**src/rtl/fetch_pkg.sv**
```systemverilog
// rtl/fetch_pkg.sv - shared state encoding and constants for the instruction-fetch sequencer
package fetch_pkg;

   localparam int XLEN = 32;
   localparam logic [1:0] ALIGN_MASK = 2'b11;

   typedef enum logic [1:0] {
      IDLE  = 2'd0,
      REQ   = 2'd1,
      VALID = 2'd2,
      ADV   = 2'd3
   } fetch_state_t;

endpackage

```
**src/rtl/fetch_timer.sv**
```systemverilog
// rtl/fetch_timer.sv - memory-response timeout down-counter, used only when FETCH_TIMEOUT_EN is defined
module fetch_timer #(
   parameter int unsigned CYCLES = 64
) (
   input  logic CLK,
   input  logic Reset,
   input  logic clr,
   input  logic en,
   output logic expired
);

   logic [15:0] count;

   // Reloaded while clr is high so the first enabled cycle sees the full budget.
   always_ff @(posedge CLK or negedge Reset) begin
      if (!Reset) begin
         count <= '0;
      end else if (clr) begin
         count <= 16'(CYCLES);
      end else if (en && count != 16'd0) begin
         count <= count - 16'd1;
      end
   end

   assign expired = en && (count == 16'd1);

endmodule

```
**src/rtl/fetch_unit.sv**
```systemverilog
// rtl/fetch_unit.sv - instruction-fetch sequencer between PC and a req/ack instruction memory
// Optional memory timeout and sticky fault flag are enabled by defining FETCH_TIMEOUT_EN.
module fetch_unit
   import fetch_pkg::*;
#(
   parameter int unsigned TIMEOUT_CYCLES = 64
) (
   input  logic            CLK,
   input  logic            Reset,
   input  logic [XLEN-1:0] curPC,
   input  logic            fetchEn,
   output logic            memReq,
   output logic [XLEN-1:0] memAddr,
   input  logic            memAck,
   input  logic [XLEN-1:0] memRData,
   output logic [XLEN-1:0] instr,
   output logic            instrValid,
   input  logic            instrTaken,
   output logic            pcWre,
   output logic            misalign,
   output logic            fault
);

   if (TIMEOUT_CYCLES == 0 || TIMEOUT_CYCLES > 65535) begin : g_bad_timeout
      $error("fetch_unit: TIMEOUT_CYCLES must be within 1..65535");
   end

   fetch_state_t    state, state_d;
   logic            req_d, valid_d, pcwre_d, mis_d;
   logic [XLEN-1:0] addr_d, instr_d;
   logic            tmr_expired;

   always_ff @(posedge CLK or negedge Reset) begin
      if (!Reset) begin
         state <= IDLE;
      end else begin
         state <= state_d;
      end
   end

   always_comb begin
      state_d = state;
      req_d   = 1'b0;
      addr_d  = memAddr;
      instr_d = instr;
      valid_d = instrValid;
      pcwre_d = 1'b0;
      mis_d   = misalign;
      case (state)
         IDLE: begin
            // A sticky error parks the sequencer until reset.
            if (fetchEn && !misalign && !fault) begin
               if ((curPC[1:0] & ALIGN_MASK) != 2'b00) begin
                  mis_d = 1'b1;
               end else begin
                  addr_d  = curPC;
                  req_d   = 1'b1;
                  state_d = REQ;
               end
            end
         end
         REQ: begin
            if (memAck) begin
               instr_d = memRData;
               valid_d = 1'b1;
               state_d = VALID;
            end else if (tmr_expired) begin
               state_d = IDLE;
            end else begin
               req_d = 1'b1;
            end
         end
         VALID: begin
            if (instrTaken) begin
               valid_d = 1'b0;
               pcwre_d = 1'b1;
               state_d = ADV;
            end
         end
         ADV: begin
            state_d = IDLE;
         end
         default: begin
            state_d = IDLE;
         end
      endcase
   end

   always_ff @(posedge CLK or negedge Reset) begin
      if (!Reset) begin
         memReq     <= 1'b0;
         memAddr    <= '0;
         instr      <= '0;
         instrValid <= 1'b0;
         pcWre      <= 1'b0;
         misalign   <= 1'b0;
      end else begin
         memReq     <= req_d;
         memAddr    <= addr_d;
         instr      <= instr_d;
         instrValid <= valid_d;
         pcWre      <= pcwre_d;
         misalign   <= mis_d;
      end
   end

`ifdef FETCH_TIMEOUT_EN
   logic fault_q;

   fetch_timer #(
      .CYCLES (TIMEOUT_CYCLES)
   ) u_timer (
      .CLK     (CLK),
      .Reset   (Reset),
      .clr     (state == IDLE),
      .en      (state == REQ && !memAck),
      .expired (tmr_expired)
   );

   always_ff @(posedge CLK or negedge Reset) begin
      if (!Reset) begin
         fault_q <= 1'b0;
      end else if (tmr_expired) begin
         fault_q <= 1'b1;
      end
   end

   assign fault = fault_q;
`else
   assign tmr_expired = 1'b0;
   assign fault       = 1'b0;
`endif

endmodule

```
**config.mk**
```make
export PLATFORM = sky130hd
export DESIGN_NAME = fetch_unit
export DESIGN_NICKNAME = d
export VERILOG_FILES = /design/src/rtl/fetch_pkg.sv /design/src/rtl/fetch_timer.sv /design/src/rtl/fetch_unit.sv
export SDC_FILE = /design/constraint.sdc
export NUM_CORES = 1
export LEC_CHECK = 0
export CAP_MARGIN = 10
export CORE_UTILIZATION = 41
export CTS_BUF_LIST = sky130_fd_sc_hd__clkbuf_8
export CTS_CLUSTER_SIZE = 30
export DETAILED_ROUTE_END_ITERATION = 12
export HOLD_SLACK_MARGIN = 0.06
export MAX_ROUTING_LAYER = met4
export PLACE_DENSITY = 0.83
export SLEW_MARGIN = 10
export SYNTH_ARGS = -nofsm -noshare
export SYNTH_HDL_FRONTEND = slang
export SYNTH_HIERARCHICAL = 1
export SYNTH_SLANG_ARGS = --single-unit
```
**constraint.sdc**
```tcl
create_clock -name CLK -period 2.1 [get_ports CLK]
set_input_delay 0.63 -clock CLK [delete_from_list [all_inputs] [get_ports CLK]]
set_output_delay 0.63 -clock CLK [all_outputs]
set_load 0.05 [all_outputs]
```
==> results.py, run 1 <==
metrics = {
    "place": {
        "gp_congestion": 0.743,
        "place_ws_ps": -264,
        "hpwlAfterDp_um": 4340,
        "place_area_sq_um": 4100,
        "port_buffers": 136,
        "place_inst": 379,
    },
    "logic_synthesis": {
        "seq_area_frac_synth_pct": 65.6,
        "yosys_warnings": 6,
        "ys_types": 22,
        "synth_ff_type": "dfrtp_1",
        "avgSynthCellArea_sq_um": 16.4,
        "syn-cell-area_sq_um": 2670,
        "synth_top_area_share_pct": 65.6,
        "synthCells": 163,
        "synth.top_cells.by_area": "dfrtp_1, mux2_1, ha_1",
        "synth_seq_cells": 70,
        "syn-num-nets": 235,
        "synth_top_cell_by_area": "dfrtp_1",
        "synth_edf_count": 0,
        "ys_async_sr_fraction_pct": 100,
    },
    "finish": {
        "area_growth_pct": 59.2,
        "num_antenna_cells": 0,
        "fin_nets": 385,
        "fin_cells": 395,
        "design_area_sq_um": 4250,
        "drive_gt1_share_pct": 23.6,
        "fillCellCount": 488,
    },
    "clock_tree": {
        "cts_tree": "yes",
        "numCtsBuffers": 9,
        "postCtsHoldBufs": 0,
        "clkTransAtPathRegs_ps": 70,
        "clk_path_buf_depth": 2,
        "cts-resized-gates": 21,
        "root_buffer": "clkbuf_8",
        "post_cts_buffers": 0,
        "clock-sinks": 70,
        "h-tree-depth": 3,
        "clkLatencyLatePin_ps": 330,
    },
    "timing": {
        "hold_viol_final": 0,
        "skew_ps": 6.02,
        "fin_crit_ps": 2020,
        "min_period_over_period_pct": 96.1,
        "setup_viol": 0,
        "slew_headroom_pct": 61.0,
        "tightest_slew_ps": 585,
        "fmax_mhz": 495,
        "grt_setup_unrepaired": "no",
        "fin_setup_tns_ps": 0,
        "setup_ws_ps": 80.9,
        "maxSlewViolCount": 0,
    },
    "global_routing": {
        "grt_first_pass_wirelength_um": 8410,
        "antenna_found_initial": 0,
        "overflow": 0,
        "track_usage_pct": 17.7,
        "grt_pass1_vias": 1843,
        "grt_max_degree": 27,
    },
    "route": {
        "first_iter_violations": 31,
        "vias": 1870,
        "drc_errors": 0,
        "wl_per_cell_um": 14.4,
        "met1Wirelength_um": 2170,
        "drt_first_pass_iters": 3,
        "topRoutingLayerUsed": "met4",
        "wl_met3_um": 490,
        "drt-total-wl_um": 5680,
        "wl_met2_um": 2940,
        "routed_via_density": 4.73,
        "ant_nets": 0,
    },
    "pwr": {
        "p_int_uw": 3360,
        "seqPwrFrac_pct": 33.2,
        "p_per_area_nw_per_um2": 1450,
        "p_total_uw": 6160,
        "combPwrFrac_pct": 50.5,
        "clkPwrFrac_pct": 16.3,
        "switchingPower_uw": 2800,
        "switching_share_pct": 45.4,
        "power_leakage_uw": 0.00208,
        "peakVddDrop_mv": 0.965,
    },
    "critical_path": {
        "cpPeakStageDelay_ps": 490,
        "cp.required_ps": 2310,
        "cp.arrival_ps": 2230,
        "crit_type": "input port to flop",
        "cp-end-kind": "flop",
        "crit_slowest_cell": "or4b_1",
        "start_kind": "input port",
        "crit_fanout": 2,
        "cp_cell_sequence": "clkdlybuf4s50_1 > or4b_1 > a221oi_2 > mux2_1",
    },
    "outcome": {
        "status": "complete, no violations",
    },
    "floorplan": {
        "num_rows": 29,
        "io_pins": 138,
        "design.core.area_sq_um": 6310,
        "fp.dieH_um": 82.7,
        "start_util_pct": 42.3,
        "dieWidth_um": 82.7,
        "die-area_sq_um": 6840,
    },
    "run": {
        "cap_violations": 0,
    },
    "worst_hold_path": {
        "hold_path.class": "input port to async pin",
    },
}
registers in the layout (all words and copies together), names as in the netlist:
name / count
state: 2
pcWre: 1
memReq: 1
memAddr: 32
misalign: 1
instrValid: 1
instr: 32
logic make-up after synthesis:
kind of cell	Yosys count	share of synthesized area, %
multiplexers	63	26.6
other	1	0.140
AND/OR/NAND/NOR	10	2.81
buffers and inverters	10	1.73
AO/OA/AOI/OAI	6	1.78
adder cells (fa/ha/maj)	3	1.41
flip-flops	70	65.6
power by group through the flow:
stage | clock (uW) | sequential [uW] | combinational, uW
3_5_place_dp | 0 | 2080 | 3260
4_1_cts | 1040 | 2050 | 3150
2_1_floorplan | 0 | 3640 | 528
5_1_grt | 1090 | 2110 | 3270
3_3_place_gp | 0 | 2050 | 3220
6_report | 1000 | 2040 | 3110
worst max-delay path, delay by kind of cell:
| family | cells | cell delay, ps |
|---|---|---|
| AOI/OAI and AO/OA | 1 | 280 |
| and+or+nand+nor | 1 | 490 |
| muxes | 1 | 340 |
| buffers and inverters | 1 | 480 |
final cells by class:
cell class | instances | area (sq um) | share of cell area [%]
Clock inverter | 7 | 57.6 | 1.35
Multi-Input combinational cell | 83 | 873 | 20.5
Clock buffer | 9 | 124 | 2.91
Inverter | 3 | 12.5 | 0.294
Timing Repair Buffer | 146 | 1340 | 31.5
Sequential cell | 70 | 1750 | 41.2
Tap cell | 77 | 96.3 | 2.27
layer usage:
| layer | vias to the layer above | global-route usage (%) |
|---|---|---|
| li1 | 868 | - |
| met1 | 914 | 19.2 |
| met2 | 81 | 28.9 |
| met3 | 7 | 5.05 |
| met4 | 0 | 10.5 |
| met5 | - | - |
layout by cell type, fill, tap and decap left out, drive strengths merged, types with 2 or more instances in the layout:
| cell | count |
|---|---|
| dfrtp | 70 |
| clkdlybuf4s50 | 67 |
| mux2 | 63 |
| buf | 58 |
| dlygate4sd2 | 21 |
| clkbuf | 9 |
| inv | 4 |
| clkinv | 4 |
| ha | 3 |
| nand2 | 2 |
| nor2b | 2 |
| o21ai | 2 |
cell usage after synthesis (2+ instances only):
| library cell | instances |
|---|---|
| ha_1 | 3 |
| nand2_1 | 2 |
| buf_1 | 3 |
| dfrtp_1 | 70 |
| inv_1 | 2 |
| buf_2 | 3 |
| nor2b_1 | 2 |
| mux2_1 | 63 |
| o21ai_1 | 2 |
final timing paths:
check / from / to / slack, ps / cells past startpoint
max: fetchEn / state[1] / 80 / 4
min: Reset / memAddr[19] / 300 / 1
max reg2reg: state[0] / memAddr[5] / 320 / 6
min reg2reg: memAddr[23] / memAddr[23] / 480 / 1
max in group asynchronous: Reset / instr[21] / 1260 / 2
min in group CLK: memAddr[23] / memAddr[23] / 480 / 1
stage by stage:
stage | hold slack [ps] | util [%]
6_report | 296 | 67.4
4_1_cts | 295 | 67.4
3_3_place_gp | 470 | 64.9
2_1_floorplan | 334 | -
5_1_grt | 325 | 67.4
3_5_place_dp | 476 | 64.9
No activity file was read; power rests on OpenSTA's default activity.
==> run 2, diff against run 1 <==
--- a/config.mk
+++ b/config.mk
@@ -11,7 +11,6 @@
 export CTS_CLUSTER_SIZE = 30
 export DETAILED_ROUTE_END_ITERATION = 12
 export HOLD_SLACK_MARGIN = 0.06
-export MAX_ROUTING_LAYER = met4
 export PLACE_DENSITY = 0.83
 export SLEW_MARGIN = 10
 export SYNTH_ARGS = -nofsm -noshare
==> run 2 against run 1 <==
Effect of this change:
- flip-flop and latch count stayed put
- setup slack better by 3.8 ps
- register-to-register slack hardly changed
- design area stayed put
- worst hold slack worse by 1.2 ps
- critical path type unchanged
==> results.py, run 2 (synthesis gave the netlist of run 1 again) <==
metrics = {
    "outcome": {
        "status": "complete, no violations",
    },
    "clock_tree": {
        "root_buffer": "clkbuf_8",
        "clk_path_buf_depth": 2,
        "cts_tree": "yes",
        "numCtsBuffers": 9,
        "h-tree-depth": 3,
        "postCtsHoldBufs": 0,
        "post_cts_buffers": 0,
        "clkLatencyLatePin_ps": 330,
        "clock-sinks": 70,
        "clkTransAtPathRegs_ps": 70,
    },
    "timing": {
        "fin_setup_tns_ps": 0,
        "setup_viol": 0,
        "fmax_mhz": 496,
        "min_period_over_period_pct": 96.0,
        "grt_setup_unrepaired": "no",
        "slew_headroom_pct": 60.8,
        "skew_ps": 6.26,
        "maxSlewViolCount": 0,
        "hold_viol_final": 0,
        "fin_crit_ps": 2020,
        "tightest_slew_ps": 589,
    },
    "pwr": {
        "peakVddDrop_mv": 0.965,
        "power_leakage_uw": 0.00208,
        "p_total_uw": 6160,
        "p_per_area_nw_per_um2": 1450,
    },
    "floorplan": {
        "die-area_sq_um": 6840,
        "fp.dieH_um": 82.7,
        "start_util_pct": 42.3,
        "design.core.area_sq_um": 6310,
        "num_rows": 29,
        "io_pins": 138,
        "dieWidth_um": 82.7,
    },
    "critical_path": {
        "r2r_setup_slack_ps": 320,
        "cp.arrival_ps": 2230,
        "start_kind": "input port",
        "crit_slowest_cell": "or4b_1",
        "cp-end-kind": "flop",
        "cp_cell_sequence": "clkdlybuf4s50_1 > or4b_1 > a221oi_2 > mux2_1",
        "r2r_cells": 6,
        "rr_endpoint": "memAddr[5]",
        "cpPeakStageDelay_ps": 490,
        "crit_fanout": 2,
        "crit_type": "input port to flop",
        "r2r-start": "state[0]",
        "cp.required_ps": 2320,
    },
    "global_routing": {
        "grt_first_pass_wirelength_um": 8410,
        "overflow": 0,
        "track_usage_pct": 17.2,
        "grt_max_degree": 27,
        "antenna_found_initial": 0,
        "grt_pass1_vias": 1843,
    },
    "finish": {
        "mostFrequentLayoutCells": "dfrtp_1, clkdlybuf4s50_1, mux2_1",
        "fillCellCount": 488,
        "drive_gt1_share_pct": 23.6,
        "fin_nets": 385,
        "num_antenna_cells": 0,
        "area_growth_pct": 59.2,
        "final_common_cell": "dfrtp_1",
        "reg.largest.list": "instr: 32 flops, memAddr: 32 flops, state: 2 flops",
    },
    "worst_hold_path": {
        "hold_path.class": "input port to async pin",
    },
    "route": {
        "wl_per_cell_um": 14.3,
        "drt_first_pass_iters": 3,
        "vias": 1867,
        "drc_errors": 0,
        "routed_via_density": 4.73,
        "ant_nets": 0,
        "drt-total-wl_um": 5670,
        "first_iter_violations": 29,
    },
    "place": {
        "gp_congestion": 0.734,
        "port_buffers": 136,
        "hpwlAfterDp_um": 4340,
    },
    "run": {
        "cap_violations": 0,
    },
}
==> run 2: cell counts in the layout (fill, tap and decap cells not counted) <==
Identical to the previous run, type by type.
==> run 2: area by class of cell <==
class	instances	area, sq um	share of cell area, %
repair buffers	146	1340	31.5
well taps	77	96.3	2.27
inverters	3	12.5	0.294
flip-flops and latches	70	1750	41.2
multi-input cells	83	873	20.5
clock buffers	9	124	2.91
clock inverters	7	57.6	1.35
==> run 2: what timing repair did <==
item,4_1_cts,5_1_grt
hold endpoints to repair,0,0
setup endpoints to repair,21,0
resized for setup,21,0
==> run 2: metal layers <==
layer  up-vias  global-route usage [%]  wire [um]
met2        81                    28.9       2910
met4         0                    10.5        104
met3         9                    5.71        529
met5         -                       0          0
met1       909                    18.8       2120
li1        868                       -          -
==> run 2: critical path, delay by kind of cell <==
| kind | cells | cell delay [ps] |
|---|---|---|
| buf+inv | 1 | 480 |
| compound gates | 1 | 280 |
| mux | 1 | 340 |
| simple gates | 1 | 490 |
==> run 2: how the worst max path moves through the flow <==
stage	slack (ps)	from	end
after floorplan	210	misalign	state[1]
after global placement	-220	curPC[1]	state[1]
after detailed placement	-260	fetchEn	state[1]
after CTS	100	fetchEn	state[1]
after global routing	50	curPC[1]	state[1]
final	80	fetchEn	state[1]
==> run 2: where the power goes <==
part           leakage [uW]  switching, uW  internal [uW]
Combinational       0.00110           2100           1010
Sequential         0.000879            223           1820
Clock              0.000105            474            532
==> run 2: metrics by stage <==
| stage | setup WS, ps | std cells | cell area [sq um] | util (%) | hold WS [ps] |
|---|---|---|---|---|---|
| after CTS | 99.5 | 395 | 4250 | 67.4 | 295 |
| after detailed placement | -264 | 379 | 4100 | 64.9 | 476 |
| after global routing | 48.7 | 395 | 4250 | 67.4 | 325 |
| after global placement | -222 | 379 | 4100 | 64.9 | 470 |
| after floorplan | 212 | 163 | 2670 | - | 334 |
| final | 84.7 | 395 | 4250 | 67.4 | 294 |
==> run 3, diff against run 2 <==
--- a/config.mk
+++ b/config.mk
@@ -12,7 +12,6 @@
 export DETAILED_ROUTE_END_ITERATION = 12
 export HOLD_SLACK_MARGIN = 0.06
 export PLACE_DENSITY = 0.83
-export SLEW_MARGIN = 10
 export SYNTH_ARGS = -nofsm -noshare
 export SYNTH_HDL_FRONTEND = slang
 export SYNTH_HIERARCHICAL = 1
==> results of run 3 <==
Final layout, timing and power as in run 2 (identical DEF).
